### src/rtl/spi_slave_pkg.sv
// rtl/spi_slave_pkg.sv - shared states and command-field constants for the SPI slave bridge
package spi_slave_pkg;

    typedef enum logic [2:0] {
        IDLE,
        COMMAND,
        WRITE_DATA,
        READ_TURN,
        READ_DATA
    } frame_state_t;

    typedef enum logic [1:0] {
        BUS_IDLE,
        BUS_ACTIVE,
        BUS_GAP
    } bus_state_t;

    localparam int CMD_WRITE_BIT = 7;
    localparam int ADDR_BITS     = 7;

    // Byte returned to the host when a read had to be abandoned or arrived late
    localparam logic [7:0] ABANDON_DATA = 8'hFF;

endpackage

### src/rtl/spi_slave_wishbone_bridge_edge_sync.sv
// rtl/spi_slave_wishbone_bridge_edge_sync.sv - synchronizers and edge detectors for sck, cs and mosi
module spiEdgeSync #(
    parameter int SYNC_STAGES = 2
) (
    input  logic CLK_I,
    input  logic RST_I,
    input  logic sck,
    input  logic cs,
    input  logic mosi,
    output logic sck_rise,
    output logic sck_fall,
    output logic cs_fall,
    output logic cs_rise,
    output logic mosi_s
);

    logic [SYNC_STAGES-1:0] sck_sync;
    logic [SYNC_STAGES-1:0] cs_sync;
    logic [SYNC_STAGES-1:0] mosi_sync;
    logic                   sck_prev;
    logic                   cs_prev;

    // Synchronizer chains plus one history flop per edge-detected line; idle levels on reset
    always_ff @(posedge CLK_I or negedge RST_I) begin
        if (!RST_I) begin
            sck_sync  <= '0;
            cs_sync   <= '1;
            mosi_sync <= '0;
            sck_prev  <= 1'b0;
            cs_prev   <= 1'b1;
        end else begin
            sck_sync  <= {sck_sync[SYNC_STAGES-2:0], sck};
            cs_sync   <= {cs_sync[SYNC_STAGES-2:0], cs};
            mosi_sync <= {mosi_sync[SYNC_STAGES-2:0], mosi};
            sck_prev  <= sck_sync[SYNC_STAGES-1];
            cs_prev   <= cs_sync[SYNC_STAGES-1];
        end
    end

    assign sck_rise = sck_sync[SYNC_STAGES-1] & ~sck_prev;
    assign sck_fall = ~sck_sync[SYNC_STAGES-1] & sck_prev;
    assign cs_fall  = ~cs_sync[SYNC_STAGES-1] & cs_prev;
    assign cs_rise  = cs_sync[SYNC_STAGES-1] & ~cs_prev;
    assign mosi_s   = mosi_sync[SYNC_STAGES-1];

endmodule

### src/rtl/spi_slave_wishbone_bridge.sv
// rtl/spi_slave_wishbone_bridge.sv - SPI mode-0 slave to 8-bit Wishbone master bridge (SPI_SLAVE_AUTOINC_EN enables burst address increment)
module spi_slave_wishbone_bridge
    import spi_slave_pkg::*;
#(
    parameter int SYNC_STAGES = 2,
    parameter int MAX_RETRIES = 3,
    parameter int WB_TIMEOUT  = 255
) (
    input  logic       CLK_I,
    input  logic       RST_I,
    input  logic       sck,
    input  logic       cs,
    input  logic       mosi,
    output logic       miso,
    output logic [7:0] ADR_O,
    output logic [7:0] DAT_O,
    input  logic [7:0] DAT_I,
    output logic       WE_O,
    output logic       STB_O,
    output logic       CYC_O,
    input  logic       ACK_I,
    input  logic       RTY_I,
    output logic       overrun,
    output logic       busErr
);

`ifdef SPI_SLAVE_AUTOINC_EN
    localparam logic [ADDR_BITS-1:0] ADDR_STEP = 7'd1;
`else
    localparam logic [ADDR_BITS-1:0] ADDR_STEP = 7'd0;
`endif
    localparam int RETRY_W = $clog2(MAX_RETRIES + 2);
    localparam int TMO_W   = $clog2(WB_TIMEOUT + 2);

    logic sck_rise, sck_fall, cs_fall, cs_rise, mosi_s;

    frame_state_t         frame_q, frame_d;
    bus_state_t           bus_q, bus_d;
    logic [2:0]           bit_cnt;
    logic [7:0]           rx_shift, tx_shift, rx_next;
    logic [ADDR_BITS-1:0] addr_q, issue_addr;
    logic                 byte_done, issue_wr, issue_rd, load_tx;
    logic                 bus_start, bus_ack, bus_retry, bus_abandon;
    logic                 we_q, rd_ready;
    logic [7:0]           rd_data;
    logic [RETRY_W-1:0]   retry_cnt;
    logic [TMO_W-1:0]     tmo_cnt;

    spiEdgeSync #(.SYNC_STAGES(SYNC_STAGES)) u_edge_sync (
        .CLK_I    (CLK_I),
        .RST_I    (RST_I),
        .sck      (sck),
        .cs       (cs),
        .mosi     (mosi),
        .sck_rise (sck_rise),
        .sck_fall (sck_fall),
        .cs_fall  (cs_fall),
        .cs_rise  (cs_rise),
        .mosi_s   (mosi_s)
    );

    assign rx_next = {rx_shift[6:0], mosi_s};
    assign miso    = ~cs & tx_shift[7];

    // Frame FSM state register
    always_ff @(posedge CLK_I or negedge RST_I) begin
        if (!RST_I) frame_q <= IDLE;
        else        frame_q <= frame_d;
    end

    // Frame FSM next state and per-byte strobes; a closing cs edge is applied after the final sck edge
    always_comb begin
        frame_d    = frame_q;
        byte_done  = 1'b0;
        issue_wr   = 1'b0;
        issue_rd   = 1'b0;
        load_tx    = 1'b0;
        issue_addr = addr_q;
        if (frame_q != IDLE && sck_rise && bit_cnt == 3'd7) begin
            byte_done = 1'b1;
            case (frame_q)
                COMMAND: begin
                    issue_addr = rx_next[ADDR_BITS-1:0];
                    if (rx_next[CMD_WRITE_BIT]) begin
                        frame_d = WRITE_DATA;
                    end else begin
                        frame_d  = READ_TURN;
                        issue_rd = 1'b1;
                    end
                end
                WRITE_DATA: issue_wr = 1'b1;
                READ_TURN, READ_DATA: begin
                    frame_d    = READ_DATA;
                    load_tx    = 1'b1;
                    issue_rd   = 1'b1;
                    issue_addr = addr_q + ADDR_STEP;
                end
                default: ;
            endcase
        end
        if (cs_rise) frame_d = IDLE;
        if (cs_fall) frame_d = COMMAND;
    end

    // Serial shift registers, bit counter and frame address; a fresh byte is not shifted on its first fall
    always_ff @(posedge CLK_I or negedge RST_I) begin
        if (!RST_I) begin
            bit_cnt  <= '0;
            rx_shift <= '0;
            tx_shift <= '0;
            addr_q   <= '0;
        end else begin
            if (frame_q != IDLE) begin
                if (sck_rise) begin
                    bit_cnt  <= bit_cnt + 3'd1;
                    rx_shift <= rx_next;
                end
                if (sck_fall && bit_cnt != 3'd0) tx_shift <= {tx_shift[6:0], 1'b0};
            end
            if (byte_done) begin
                if (frame_q == COMMAND) addr_q <= rx_next[ADDR_BITS-1:0];
                else                    addr_q <= addr_q + ADDR_STEP;
            end
            if (load_tx) tx_shift <= rd_ready ? rd_data : ABANDON_DATA;
            if (cs_fall || cs_rise) begin
                bit_cnt  <= '0;
                tx_shift <= '0;
            end
        end
    end

    assign bus_start = (issue_wr | issue_rd) && bus_q == BUS_IDLE;

    // Bus FSM state register
    always_ff @(posedge CLK_I or negedge RST_I) begin
        if (!RST_I) bus_q <= BUS_IDLE;
        else        bus_q <= bus_d;
    end

    // Bus FSM next state: terminate on ACK, back off one cycle on RTY, give up on retries or timeout
    always_comb begin
        bus_d       = bus_q;
        bus_ack     = 1'b0;
        bus_retry   = 1'b0;
        bus_abandon = 1'b0;
        case (bus_q)
            BUS_IDLE: if (bus_start) bus_d = BUS_ACTIVE;
            BUS_ACTIVE: begin
                if (ACK_I) begin
                    bus_d   = BUS_IDLE;
                    bus_ack = 1'b1;
                end else if (RTY_I) begin
                    if (retry_cnt == RETRY_W'(MAX_RETRIES)) begin
                        bus_d       = BUS_IDLE;
                        bus_abandon = 1'b1;
                    end else begin
                        bus_d     = BUS_GAP;
                        bus_retry = 1'b1;
                    end
                end else if (tmo_cnt >= TMO_W'(WB_TIMEOUT)) begin
                    bus_d       = BUS_IDLE;
                    bus_abandon = 1'b1;
                end
            end
            BUS_GAP: bus_d = BUS_ACTIVE;
            default: bus_d = BUS_IDLE;
        endcase
    end

    assign STB_O = (bus_q == BUS_ACTIVE);
    assign CYC_O = STB_O;
    assign WE_O  = STB_O & we_q;

    // Bus address/data capture, retry and timeout counters, read-data handoff to the frame side
    always_ff @(posedge CLK_I or negedge RST_I) begin
        if (!RST_I) begin
            ADR_O     <= '0;
            DAT_O     <= '0;
            we_q      <= 1'b0;
            retry_cnt <= '0;
            tmo_cnt   <= '0;
            rd_data   <= '0;
            rd_ready  <= 1'b0;
        end else begin
            if (bus_start) begin
                ADR_O     <= {1'b0, issue_addr};
                we_q      <= issue_wr;
                retry_cnt <= '0;
                tmo_cnt   <= '0;
                if (issue_wr) DAT_O <= rx_next;
            end
            if (bus_q == BUS_ACTIVE) tmo_cnt <= tmo_cnt + 1'b1;
            if (bus_retry) begin
                retry_cnt <= retry_cnt + 1'b1;
                tmo_cnt   <= '0;
            end
            if (bus_ack && !we_q) begin
                rd_data  <= DAT_I;
                rd_ready <= 1'b1;
            end else if (bus_abandon && !we_q) begin
                rd_data  <= ABANDON_DATA;
                rd_ready <= 1'b1;
            end else if (load_tx || cs_fall) begin
                rd_ready <= 1'b0;
            end
        end
    end

    // Sticky error flags, cleared when the next frame opens
    always_ff @(posedge CLK_I or negedge RST_I) begin
        if (!RST_I) begin
            overrun <= 1'b0;
            busErr  <= 1'b0;
        end else begin
            if (cs_fall) begin
                overrun <= 1'b0;
                busErr  <= 1'b0;
            end
            if ((issue_wr && bus_q != BUS_IDLE) || (load_tx && !rd_ready)) overrun <= 1'b1;
            if (bus_abandon) busErr <= 1'b1;
        end
    end

endmodule

### config.mk
export PLATFORM = sky130hd
export DESIGN_NAME = spi_slave_wishbone_bridge
export DESIGN_NICKNAME = d
export VERILOG_FILES = /design/src/rtl/spi_slave_pkg.sv /design/src/rtl/spi_slave_wishbone_bridge_edge_sync.sv /design/src/rtl/spi_slave_wishbone_bridge.sv
export SDC_FILE = /design/constraint.sdc
export NUM_CORES = 1
export LEC_CHECK = 0
export CELL_PAD_IN_SITES_DETAIL_PLACEMENT = 0
export CELL_PAD_IN_SITES_GLOBAL_PLACEMENT = 1
export CORE_ASPECT_RATIO = 1.75
export CORE_MARGIN = 1.5
export CORE_UTILIZATION = 40
export CTS_CLUSTER_SIZE = 12
export DETAILED_ROUTE_END_ITERATION = 10
export PLACE_DENSITY_LB_ADDON = 0.1
export SLEW_MARGIN = 5
export SYNTH_ARGS = -nofsm -noshare
export SYNTH_HDL_FRONTEND = slang
export SYNTH_SLANG_ARGS = --single-unit
export TNS_END_PERCENT = 100
### constraint.sdc
create_clock -name CLK_I -period 3 [get_ports CLK_I]
set_clock_uncertainty 0.2 [all_clocks]
set_input_delay 0.75 -clock CLK_I [delete_from_list [all_inputs] [get_ports CLK_I]]
set_output_delay 0.75 -clock CLK_I [all_outputs]
set_load 0.02 [all_outputs]
==> results by group <==
Global route
  • GRT overflow: 0
  • Initial antenna violation count: 0
  • Number of global-route vias before repair: 2,519
  • Total Routing Usage GR: roughly 17%
  • Global-route wire length before repair: between 10,000 and 15,000 microns
  • Largest net degree at the start of global routing: 47

Critical path
  • Crit-path cells: clkdlybuf4s50_1 > nor2b_1 > clkdlybuf4s50_1
  • Req. time, crit path: ~2100 ps
  • Worst path slowest cell: clkdlybuf4s50_1
  • R2r startpoint: bit_cnt[0]$_DFFE_PN0P_
  • CP top delay family: buffers and inverters
  • Most used cell, CP: clkdlybuf4s50_1
  • CP startpoint kind: input port
  • CP startpoint: cs
  • Buf+Inv Stages, Crit Path: 2
  • CP max stage delay: ~600 ps
  • Nature of the critical path endpoint: output port
  • CP arrival: roughly 1900 ps
  • Worst-path fanout max: 2
  • Setup CP Type: in -> out

Finish
  • Layout cell share with drive strength beyond 1: between 10% and 20%
  • Design area: around 0.0044 sq mm
  • Area Growth Syn to Fin: 22.9%
  • Nets@finish: ~370
  • Ant. Diodes: 0
  • Final cell count without fillers: between 400 and 500
  • Fillers: roughly 830

Clock tree
  • Clk slew on worst S/H paths: ~60 ps
  • Post-cts resize count: 0
  • Hold_buf cts: 0
  • CTS root buf: clkbuf_16
  • Clock buffer depth: 2
  • Number of H-tree levels: 3
  • Clock Latency Late Sink: 340 ps
  • Post-CTS setup buffer count: 0
  • Clock sinks: 77
  • CTS tree: built
  • CTS buffer count: 9

Yosys
  • Cell Area, Synth: between 0.003 and 0.004 sq mm
  • Post-Synth XOR/XNOR Area: 0.245%
  • Largest family of logic cells by synthesized area: simple AND/OR/NAND/NOR gates
  • Net count after synthesis: 330
  • Yosys Warn Count: 0
  • Share of the synthesized area in the top cell type: around 52%
  • Synth Area in Compound Gates: 12.8%
  • Mapped Cells: roughly 310
  • Synth area leader: dfrtp_1
  • Number of distinct library cells after synthesis: 56
  • Simple-gate share of the synthesized area: a little over an eighth
  • Flops & latches, synth: a little under 80
  • Top cells by area, synth: dfrtp_1 52%, mux2_4 5.9%, mux2_2 5.0%
  • Mean post-synth cell area: 11.7 sq um
  • Top_reg_cell synth: dfrtp_1
  • Sequential element share of the synthesized area: between 50% and 60%
  • Asr flop ratio synth: between 90% and 100%
  • Multiplexer area fraction after synthesis: ~12%
  • Adder-cell share of the synthesized area: under 10%
  • EDFF count, synth: 0

Placed design
  • Place WS: 148 ps
  • Placed insts: around 450
  • Routability Congestion: 0.760
  • Port Buffers: 35
  • Hpwl dp: between 5000 and 6000 microns
  • DP Area: just over 0.004 sq mm

Power
  • PD cells: between 700 and 800 mW/mm^2
  • Worst VDD drop: 0.579 mV
  • Leakage: roughly 2.1 nW

Routing
  • ANT nets after route: 0
  • Avg WL per Cell: approximately 16 microns
  • Vias post-DR: around 2,400
  • Post-Route WL: around 7300 microns
  • # DRC: 0
  • DR iter-0 viols: roughly 120
  • DRT Pass-1 Iters: 4
  • Vias per inst: 5.09

Floorplanning
  • Initial Util: about two fifths
  • Area of the die: 0.00952 sq mm
  • Area of the core: 0.00867 sq mm
  • Ports: 37
  • Horiz. Die Dim: roughly 74 microns
  • Die Y: between 100 and 150 microns
  • Row cnt: 45

Timing
  • Fin. max-slew vios: 0
  • Crit share post-route: around 95%
  • RSZ-0062 raised after global routing: no
  • # setup viols final: 0
  • Slew HR: a little under three fifths
  • Crit path time final: about 2800 ps
  • Sum Neg Setup Slack: 0 ps
  • Worst Max-Slew Pin Slew: 662 ps
  • Final hold vios: 0
  • Fmax achieved: between 300 and 400 MHz
  • Post-route setup slack: 164 ps

Outcome
  • Status: complete, no violations

Flow run
  • Max cap viols: 0

Worst hold path
  • Worst Hold Class: in -> async
[registers in the layout, indices dropped and copies added, names as in the netlist, 2 cells and up]
register / count
tmo_cnt: 9
DAT_O: 8
rd_data: 8
tx_shift: 8
ADR_O: 7
addr_q: 7
rx_shift: 7
bit_cnt: 3
frame_q: 3
retry_cnt: 3
bus_q: 2
u_edge_sync.cs_sync: 2
u_edge_sync.mosi_sync: 2
u_edge_sync.sck_sync: 2
[layout make-up]
| cell class | count | area [sq um] | share of cell area (%) |
|---|---|---|---|
| timing repair buffer | 44 | 428 | 9.75 |
| clock inverter | 4 | 95.1 | 2.17 |
| inverter | 14 | 52.6 | 1.20 |
| tap | 117 | 146 | 3.34 |
| multi-input combinational | 199 | 1480 | 33.8 |
| sequential | 77 | 1930 | 44.0 |
| clock buffer | 11 | 253 | 5.76 |
[path summary, 6_finish.rpt]
check | endpoint | slack [ps] | depth (start not counted)
worst max-delay path | miso | 160 | 3
worst min-delay path | addr_q[0]$_DFFE_PN0N_ | 150 | 1
worst max register to register | DAT_O[1]$_DFFE_PN0P_ | 450 | 7
worst min register to register | u_edge_sync.sck_sync[1]$_DFF_PN0_ | 150 | 0
max in group asynchronous | u_edge_sync.cs_sync[1]$_DFF_PN1_ | 1800 | 2
min in group CLK_I | u_edge_sync.sck_sync[1]$_DFF_PN0_ | 150 | 0
[synthesized netlist by cell type (2+ instances only)]
master	n
a221o_1	8
o21bai_1	2
or3_1	2
o22ai_1	2
o21ai_0	17
a21oi_1	6
a31oi_1	3
nand2_1	32
o211a_1	7
mux2i_1	4
nand3_1	13
and2_1	2
buf_2	5
nand2b_1	3
nand3b_1	3
dfstp_2	3
clkinv_1	2
a32o_1	2
nor4_1	2
buf_4	2
nor2b_1	3
nor3_1	5
and3_1	4
dfrtp_1	74
mux2_2	16
clkbuf_1	5
buf_6	4
inv_1	12
nor2_1	13
mux2_4	14
a21boi_0	2
a22oi_1	2
ha_1	9
[cell usage in the layout, fill, tap and decap left out, drive strengths merged, types with 2 or more instances in the layout]
cell type / n
a211oi: 2
a21boi: 2
a21oi: 7
a221o: 8
a22oi: 2
a31oi: 3
a32o: 2
and2: 2
and3: 4
buf: 10
bufinv: 3
clkbuf: 11
clkdlybuf4s50: 34
clkinv: 3
dfrtp: 74
dfstp: 3
ha: 9
inv: 12
mux2: 30
mux2i: 4
nand2: 32
nand2b: 3
nand3: 13
nand3b: 3
nor2: 13
nor2b: 3
nor3: 5
nor3b: 2
nor4: 2
o211a: 7
o21ai: 17
o21bai: 2
o22ai: 2
or3: 3
[metrics by stage]
step                      power (mW)  hold slack [ps]  util (%)
after global placement          2.11              134      46.6
after global routing            3.58              162      50.6
after detailed placement        2.13              135      46.6
after CTS                       3.41              148      50.6
final                           3.36              147      50.6
after floorplan                 1.92              131         -
[cell families after synthesis]
group,after synthesis
multiplexers,34
adder cells (fa/ha/maj),9
flip-flops,77
AO/OA/AOI/OAI,62
XOR/XNOR,1
AND/OR/NAND/NOR,92
buffers and inverters,30
other,1
[routing by layer]
metal	up-vias	wire length, microns	GRT usage, %
met4	0	155	6.95
met5	-	0	0
met2	35	3790	28.6
met1	1152	3140	21.5
met3	14	220	4.72
li1	1172	-	-
[report_power, final]
| group | leakage, nW | internal (mW) | total (mW) | switching [mW] |
|---|---|---|---|---|
| Clock | 0.172 | 0.852 | 1.26 | 0.411 |
| Combinational | 0.893 | 0.303 | 0.638 | 0.335 |
| Sequential | 1.01 | 1.25 | 1.46 | 0.212 |
Note: power is estimated with default switching activity, not from simulation.
